`src/rtl/sa_pkg.sv`:
```
// rtl/sa_pkg.sv - shared types and saturating add for the systolic matmul engine
package sa_pkg;

   localparam int SA_SAT_W = 64;

   typedef enum logic [1:0] {
      SA_OR_AND  = 2'b00,
      SA_MAC     = 2'b01,
      SA_MINPLUS = 2'b10
   } sa_mode_e;

   typedef enum logic [1:0] {
      IDLE    = 2'd0,
      LOAD    = 2'd1,
      DRAIN   = 2'd2,
      READOUT = 2'd3
   } sa_state_e;

   // Returns {saturated, value}; value clamped to 2^w-1, w below SA_SAT_W.
   function automatic logic [SA_SAT_W:0] sat_add(input logic [SA_SAT_W-1:0] x,
                                                 input logic [SA_SAT_W-1:0] y,
                                                 input int w);
      logic [SA_SAT_W:0] sum;
      logic [SA_SAT_W:0] lim;
      sum = {1'b0, x} + {1'b0, y};
      lim = ((SA_SAT_W+1)'(1) << w) - (SA_SAT_W+1)'(1);
      if (sum > lim) begin
         return {1'b1, lim[SA_SAT_W-1:0]};
      end
      return {1'b0, sum[SA_SAT_W-1:0]};
   endfunction

endpackage

```
`src/rtl/sa_pe.sv`:
```
// rtl/sa_pe.sv - one output-stationary PE with semiring select
// SA_TROPICAL_EN adds the min-plus comparator and all-ones accumulator init.
module sa_pe
   import sa_pkg::*;
#(
   parameter int W     = 8,
   parameter int ACC_W = 20
) (
   input  logic             clk,
   input  logic             reset,
   input  logic             i_clear,
`ifdef SA_TROPICAL_EN
   input  logic             i_init_ones,
`endif
   input  sa_mode_e         i_mode,
   input  logic [W-1:0]     i_a,
   input  logic             i_a_valid,
   input  logic [W-1:0]     i_b,
   input  logic             i_b_valid,
   output logic [W-1:0]     o_a,
   output logic             o_a_valid,
   output logic [W-1:0]     o_b,
   output logic             o_b_valid,
   output logic [ACC_W-1:0] o_acc,
   output logic             o_ovf
);

   logic [W-1:0]      r_a;
   logic [W-1:0]      r_b;
   logic              r_a_valid;
   logic              r_b_valid;
   logic [ACC_W-1:0]  r_acc;

   logic              w_fire;
   logic [2*W-1:0]    w_prod;
   logic [SA_SAT_W:0] w_mac;
   logic [ACC_W-1:0]  w_next;
   logic              w_sat;
`ifdef SA_TROPICAL_EN
   logic [SA_SAT_W:0] w_sum;
`endif

   assign w_fire = i_a_valid & i_b_valid;
   assign w_prod = {{W{1'b0}}, i_a} * {{W{1'b0}}, i_b};

   always_comb begin
      w_next = r_acc;
      w_sat  = 1'b0;
      w_mac  = sat_add(SA_SAT_W'(r_acc), SA_SAT_W'(w_prod), ACC_W);
`ifdef SA_TROPICAL_EN
      w_sum  = sat_add(SA_SAT_W'(i_a), SA_SAT_W'(i_b), ACC_W);
`endif
      case (i_mode)
         SA_OR_AND: w_next = r_acc | ACC_W'(i_a & i_b);
`ifdef SA_TROPICAL_EN
         SA_MINPLUS: begin
            w_sat  = w_sum[SA_SAT_W] | (|w_sum[SA_SAT_W-1:ACC_W]);
            w_next = (w_sum[ACC_W-1:0] < r_acc) ? w_sum[ACC_W-1:0] : r_acc;
         end
`endif
         default: begin
            w_sat  = w_mac[SA_SAT_W] | (|w_mac[SA_SAT_W-1:ACC_W]);
            w_next = w_mac[ACC_W-1:0];
         end
      endcase
   end

   always_ff @(posedge clk) begin
      if (reset) begin
         r_a       <= '0;
         r_b       <= '0;
         r_a_valid <= 1'b0;
         r_b_valid <= 1'b0;
         r_acc     <= '0;
      end else begin
         r_a       <= i_a;
         r_b       <= i_b;
         r_a_valid <= i_a_valid;
         r_b_valid <= i_b_valid;
         if (i_clear) begin
`ifdef SA_TROPICAL_EN
            r_acc <= i_init_ones ? '1 : '0;
`else
            r_acc <= '0;
`endif
         end else if (w_fire) begin
            r_acc <= w_next;
         end
      end
   end

   assign o_a       = r_a;
   assign o_b       = r_b;
   assign o_a_valid = r_a_valid;
   assign o_b_valid = r_b_valid;
   assign o_acc     = r_acc;
   assign o_ovf     = w_fire & w_sat;

endmodule

```
`src/rtl/systolic_matmul_engine.sv`:
```
// rtl/systolic_matmul_engine.sv - NxN output-stationary systolic C = A x B engine
// SA_TROPICAL_EN: mode 10 selects min-plus; otherwise mode 10 runs as MAC.
module systolic_matmul_engine
   import sa_pkg::*;
#(
   parameter int N     = 4,
   parameter int W     = 8,
   parameter int ACC_W = 20
) (
   input  logic               clk,
   input  logic               reset,
   input  logic               start,
   input  logic [1:0]         mode,
   input  logic               in_valid,
   output logic               in_ready,
   input  logic               in_last,
   input  logic [N*W-1:0]     a_col,
   input  logic [N*W-1:0]     b_row,
   output logic               out_valid,
   input  logic               out_ready,
   output logic               out_last,
   output logic [N*ACC_W-1:0] out_row,
   output logic               busy,
   output logic               overflow
);

   localparam int CNT_W = $clog2(2*N);
   localparam int RW    = (N > 1) ? $clog2(N) : 1;

   sa_state_e          r_state;
   sa_state_e          w_state_next;
   sa_mode_e           r_mode;
   sa_mode_e           w_mode_dec;
   logic [CNT_W-1:0]   r_drain_cnt;
   logic [RW-1:0]      r_row;
   logic               r_out_valid;
   logic               r_out_last;
   logic [N*ACC_W-1:0] r_out_row;
   logic               r_overflow;

   logic               w_accept;
   logic               w_start_ok;
   logic               w_out_fire;
   logic               w_drain_done;
   logic               w_load_row;
   logic [N*ACC_W-1:0] w_row_mux;

   logic [W-1:0]       w_a  [N][N+1];
   logic               w_av [N][N+1];
   logic [W-1:0]       w_b  [N+1][N];
   logic               w_bv [N+1][N];
   logic [ACC_W-1:0]   w_acc [N][N];
   logic [N*N-1:0]     w_ovf;

   assign w_accept     = in_valid & (r_state == LOAD);
   assign w_start_ok   = start & (r_state == IDLE);
   assign w_out_fire   = r_out_valid & out_ready;
   assign w_drain_done = (r_drain_cnt == CNT_W'(2*N-2));
   assign w_load_row   = (r_state == READOUT) & (~r_out_valid | (out_ready & ~r_out_last));

   always_comb begin
      w_mode_dec = SA_MAC;
      case (mode)
         2'b00:   w_mode_dec = SA_OR_AND;
`ifdef SA_TROPICAL_EN
         2'b10:   w_mode_dec = SA_MINPLUS;
`endif
         default: w_mode_dec = SA_MAC;
      endcase
   end

   always_comb begin
      w_state_next = r_state;
      in_ready     = 1'b0;
      busy         = 1'b1;
      case (r_state)
         IDLE: begin
            busy = 1'b0;
            if (start) w_state_next = LOAD;
         end
         LOAD: begin
            in_ready = 1'b1;
            if (w_accept && in_last) w_state_next = DRAIN;
         end
         DRAIN: begin
            if (w_drain_done) w_state_next = READOUT;
         end
         READOUT: begin
            if (w_out_fire && r_out_last) w_state_next = IDLE;
         end
         default: w_state_next = IDLE;
      endcase
   end

   always_ff @(posedge clk) begin
      if (reset) begin
         r_state <= IDLE;
      end else begin
         r_state <= w_state_next;
      end
   end

   always_comb begin
      w_row_mux = '0;
      for (int j = 0; j < N; j++) begin
         w_row_mux[j*ACC_W +: ACC_W] = w_acc[r_row][j];
      end
   end

   // r_row names the next row to present; rows are registered so out_row holds under backpressure.
   always_ff @(posedge clk) begin
      if (reset) begin
         r_mode      <= SA_OR_AND;
         r_drain_cnt <= '0;
         r_row       <= '0;
         r_out_valid <= 1'b0;
         r_out_last  <= 1'b0;
         r_out_row   <= '0;
         r_overflow  <= 1'b0;
      end else begin
         if (w_start_ok) begin
            r_mode     <= w_mode_dec;
            r_overflow <= 1'b0;
         end else if (|w_ovf) begin
            r_overflow <= 1'b1;
         end

         if (r_state == DRAIN) begin
            r_drain_cnt <= r_drain_cnt + CNT_W'(1);
         end else begin
            r_drain_cnt <= '0;
         end

         if (w_load_row) begin
            r_out_valid <= 1'b1;
            r_out_row   <= w_row_mux;
            r_out_last  <= (r_row == RW'(N-1));
            r_row       <= r_row + RW'(1);
         end else if (w_out_fire && r_out_last) begin
            r_out_valid <= 1'b0;
            r_out_last  <= 1'b0;
            r_row       <= '0;
         end
      end
   end

   genvar gi, gj;
   generate
      for (gi = 0; gi < N; gi++) begin : g_skew
         if (gi == 0) begin : g_direct
            assign w_a[0][0]  = a_col[0 +: W];
            assign w_av[0][0] = w_accept;
            assign w_b[0][0]  = b_row[0 +: W];
            assign w_bv[0][0] = w_accept;
         end else begin : g_delay
            logic [W-1:0] r_a_sk  [gi];
            logic         r_a_skv [gi];
            logic [W-1:0] r_b_sk  [gi];
            logic         r_b_skv [gi];

            always_ff @(posedge clk) begin
               if (reset) begin
                  for (int d = 0; d < gi; d++) begin
                     r_a_sk[d]  <= '0;
                     r_a_skv[d] <= 1'b0;
                     r_b_sk[d]  <= '0;
                     r_b_skv[d] <= 1'b0;
                  end
               end else begin
                  r_a_sk[0]  <= a_col[gi*W +: W];
                  r_a_skv[0] <= w_accept;
                  r_b_sk[0]  <= b_row[gi*W +: W];
                  r_b_skv[0] <= w_accept;
                  for (int d = 1; d < gi; d++) begin
                     r_a_sk[d]  <= r_a_sk[d-1];
                     r_a_skv[d] <= r_a_skv[d-1];
                     r_b_sk[d]  <= r_b_sk[d-1];
                     r_b_skv[d] <= r_b_skv[d-1];
                  end
               end
            end

            assign w_a[gi][0]  = r_a_sk[gi-1];
            assign w_av[gi][0] = r_a_skv[gi-1];
            assign w_b[0][gi]  = r_b_sk[gi-1];
            assign w_bv[0][gi] = r_b_skv[gi-1];
         end
      end

      for (gi = 0; gi < N; gi++) begin : g_row
         for (gj = 0; gj < N; gj++) begin : g_col
            sa_pe #(
               .W     (W),
               .ACC_W (ACC_W)
            ) u_pe (
               .clk         (clk),
               .reset       (reset),
               .i_clear     (w_start_ok),
`ifdef SA_TROPICAL_EN
               .i_init_ones (w_mode_dec == SA_MINPLUS),
`endif
               .i_mode      (r_mode),
               .i_a         (w_a[gi][gj]),
               .i_a_valid   (w_av[gi][gj]),
               .i_b         (w_b[gi][gj]),
               .i_b_valid   (w_bv[gi][gj]),
               .o_a         (w_a[gi][gj+1]),
               .o_a_valid   (w_av[gi][gj+1]),
               .o_b         (w_b[gi+1][gj]),
               .o_b_valid   (w_bv[gi+1][gj]),
               .o_acc       (w_acc[gi][gj]),
               .o_ovf       (w_ovf[gi*N+gj])
            );
         end
      end
   endgenerate

   assign out_valid = r_out_valid;
   assign out_last  = r_out_last;
   assign out_row   = r_out_row;
   assign overflow  = r_overflow;

endmodule
```
`config.mk`:
```
export PLATFORM = sky130hd
export DESIGN_NAME = systolic_matmul_engine
export DESIGN_NICKNAME = d
export VERILOG_FILES = /design/src/rtl/sa_pkg.sv /design/src/rtl/sa_pe.sv /design/src/rtl/systolic_matmul_engine.sv
export SDC_FILE = /design/constraint.sdc
export NUM_CORES = 2
export LEC_CHECK = 0
export ABC_CLOCK_PERIOD_IN_PS = 5350
export CAP_MARGIN = 20
export CORE_MARGIN = 2
export CORE_UTILIZATION = 55
export DETAILED_ROUTE_END_ITERATION = 7
export PLACE_DENSITY = 0.75
export SETUP_SLACK_MARGIN = 0.2
export SLEW_MARGIN = 20
export SYNTH_ARGS = -nofsm -noshare
export SYNTH_HDL_FRONTEND = slang
export SYNTH_HIERARCHICAL = 1
export SYNTH_SLANG_ARGS = --single-unit
export TNS_END_PERCENT = 50
```
`constraint.sdc`:
```
create_clock -name clk -period 5.35 [get_ports clk]
set_input_delay 1.07 -clock clk [delete_from_list [all_inputs] [get_ports clk]]
set_output_delay 1.07 -clock clk [all_outputs]
set_load 0.02 [all_outputs]
```
==> metrics <==
Min Hold Slack=about 0.43 ns; Hold Vio Cnt, Final=0; met2 Track Usage GR=between 50% and 60%; CP endpoint kind=register; Worst-path clk slew=about 0.06 ns; Final Setup Violations=0; max_cap viols=0; largest net degree at the start of global routing=between 70 and 80; pwr dens=between 150 and 200 nW/µm²; vias per cell=5.58; Clock Skew=0.0395 ns; busiest metal layer after global routing=met2; met3 GRT Util=4.20%; hold path cells=1; fin crit share=93.8%; number of global-route vias before repair=59.5k; Core Region=between 100,000 and 150,000 µm²; worst-path fanout max=8; fillers=10.7k; Final WS setup=0.330 ns; Worst Hold Class=register to register; CP required=5.92 ns; FF-to-FF path depth=17; Reg2Reg Setup Slack=0.33 ns; status=complete, no violations; Clock Tree Buf Depth=3; Routed WL per cell=19.8 µm; HP Start=g_skew[3].g_delay.r_a_sk[0][9]; row cnt=132; Layout area overhead=12.9%; Fmax=approximately 200 MHz; post-route ant nets=0; WHS Endpoint=g_skew[3].g_delay.r_a_sk[0][17]; Syn Area/Cell=about 9 µm²; Vias=57.4k; CTS sink cnt=~730; global-route wire length before repair=324 mm; Max-slew headroom=29.2%; Setup crit start kind=register; gr ovfl total=0; fraction of layout cells with a size suffix above 1=13.8%; Placed Area=a little under 80,000 µm²; gpl congestion=0.967; drt total wl=203 mm; Post-layout nets=10.0k; number of DRC markers in iteration 0=a little over 4k; Worst-Margin Slew=1.06 ns; Initial Util=55.4%; cts hold-fix bufs=0; gr usage total=31.1%; TNS Setup=0 ns; Die X-Extent=365 µm; Skew-Pair Late Insertion Delay=about 0.73 ns; Place WS=-0.953 ns; final instance area=between 80,000 and 90,000 µm²; number of I/O pins=157; WP data arrival=5.59 ns; TritonCTS clock tree=built; Slew Limit Fails=0; root buffer cell=clkbuf_16; initial antenna violation count=2; TritonCTS Buffers=87; full die area=133,000 µm²; kind of critical path=register to register; H-tree depth=3; Detail Placement HPWL=between 150 and 200 mm; port bufs=156; setup repair after global routing missed its margin=no; VDD IR-drop max=~210 µV; DR pass1 iterations=6; DRC violations left=0; met1 usage=37.3%; Final min period=5.02 ns; warnings from Yosys=6; Die Y=365 µm; leak pwr=38.9 nW; Post-Syn Instances=8,110; R2R Path End=overflow; synthesized area=roughly 72,000 µm²; FF-to-FF Start=g_row[1].g_col[2].u_pe/o_a[4]
## report_power, final
| part | internal, mW | leakage (nW) | switching, mW |
|---|---|---|---|
| sequential | 5.50 | 5.95 | 0.185 |
| clock | 3.78 | 1.49 | 2.69 |
| combinational | 1.04 | 31.5 | 1.53 |
## layout by cell type, fill, tap and decap left out, drive strengths merged, types with 89 or more instances in the layout
cell type / instances
nor2: 178
fa: 800
and2: 506
inv: 1618
a21oi: 620
dfxtp: 726
ha: 680
clkbuf: 110
nand2: 891
clkdlybuf4s50: 139
o21ai: 362
xnor2: 89
nor2b: 328
xor2: 109
buf: 383
## sequential cells by signal (all words and copies together), names as in the netlist, 3 cells and up
register / cells
g_row.g_col.u_pe/o_acc: 320
g_row.g_col.u_pe/o_a: 96
g_row.g_col.u_pe/o_b: 96
out_row: 80
g_skew.g_delay.r_a_sk: 48
g_skew.g_delay.r_b_sk: 48
g_row.g_col.u_pe/o_a_valid: 12
g_row.g_col.u_pe/o_b_valid: 12
r_drain_cnt: 3
## critical path, cell delays in order (launching register included)
cell and delay (ns):
dfxtp_2 0.44, nand2_1 0.15, fa_1 0.55, inv_1 0.05
fa_1 0.46, fa_1 0.55, inv_1 0.06, fa_1 0.54
inv_1 0.05, ha_1 0.23, a211o_1 0.39, o31ai_4 0.34
o31ai_4 0.10, and2_1 0.27, nor2_2 0.24, nand4_1 0.16
nor4_2 0.24, nor3_1 0.06
## metrics by stage
stage | std cells | power, mW | util [%]
6_report | 10300 | 14.7 | 62.5
5_1_grt | 10300 | 15.3 | 62.5
4_1_cts | 10300 | 14.8 | 62.1
3_5_place_dp | 10100 | 8.30 | 59.4
3_3_place_gp | 10100 | 8.26 | 59.4
2_1_floorplan | 8125 | 7.38 | -
## final cells by class
type                    count  area, µm²  share of cell area, %
clock buffers             105       2360                   2.92
clock inverters            55        737                  0.911
inverters                1606       6030                   7.45
diodes                      2       5.00                0.00619
well taps                1742       2180                   2.70
flip-flops and latches    726      14800                   18.3
multi-input cells        5505      50300                   62.2
repair buffers            538       4480                   5.54
## timing repair
| action | 4_1_cts | 5_1_grt |
|---|---|---|
| resized for setup | 144 | 161 |
| pin swaps | 35 | 69 |
| setup endpoints to repair | 1 | 17 |
| endpoints found under the hold margin | 0 | 0 |
| buffers inserted | 8 | 16 |
## per-layer routing
layer | wire length [µm] | up-vias
met1 | 79700 | 28100
met3 | 11900 | 612
met5 | 14 | -
met4 | 15300 | 2
li1 | - | 26600
met2 | 96600 | 2037
## worst max-delay path by stage
stage / startpoint / end / slack, ns / cells past startpoint
CTS: g_row[2].g_col[0].u_pe/o_a[6] / overflow / 0.20 / 21
floorplan: a_col[6] / overflow / 0.16 / 18
detailed placement: b_row[6] / overflow / -0.95 / 19
global placement: b_row[6] / overflow / -0.90 / 19
global route: g_row[1].g_col[0].u_pe/o_b[4] / overflow / 0.17 / 19
finish: g_row[1].g_col[2].u_pe/o_a[4] / overflow / 0.33 / 17
No activity file was read; power rests on OpenSTA's default activity.
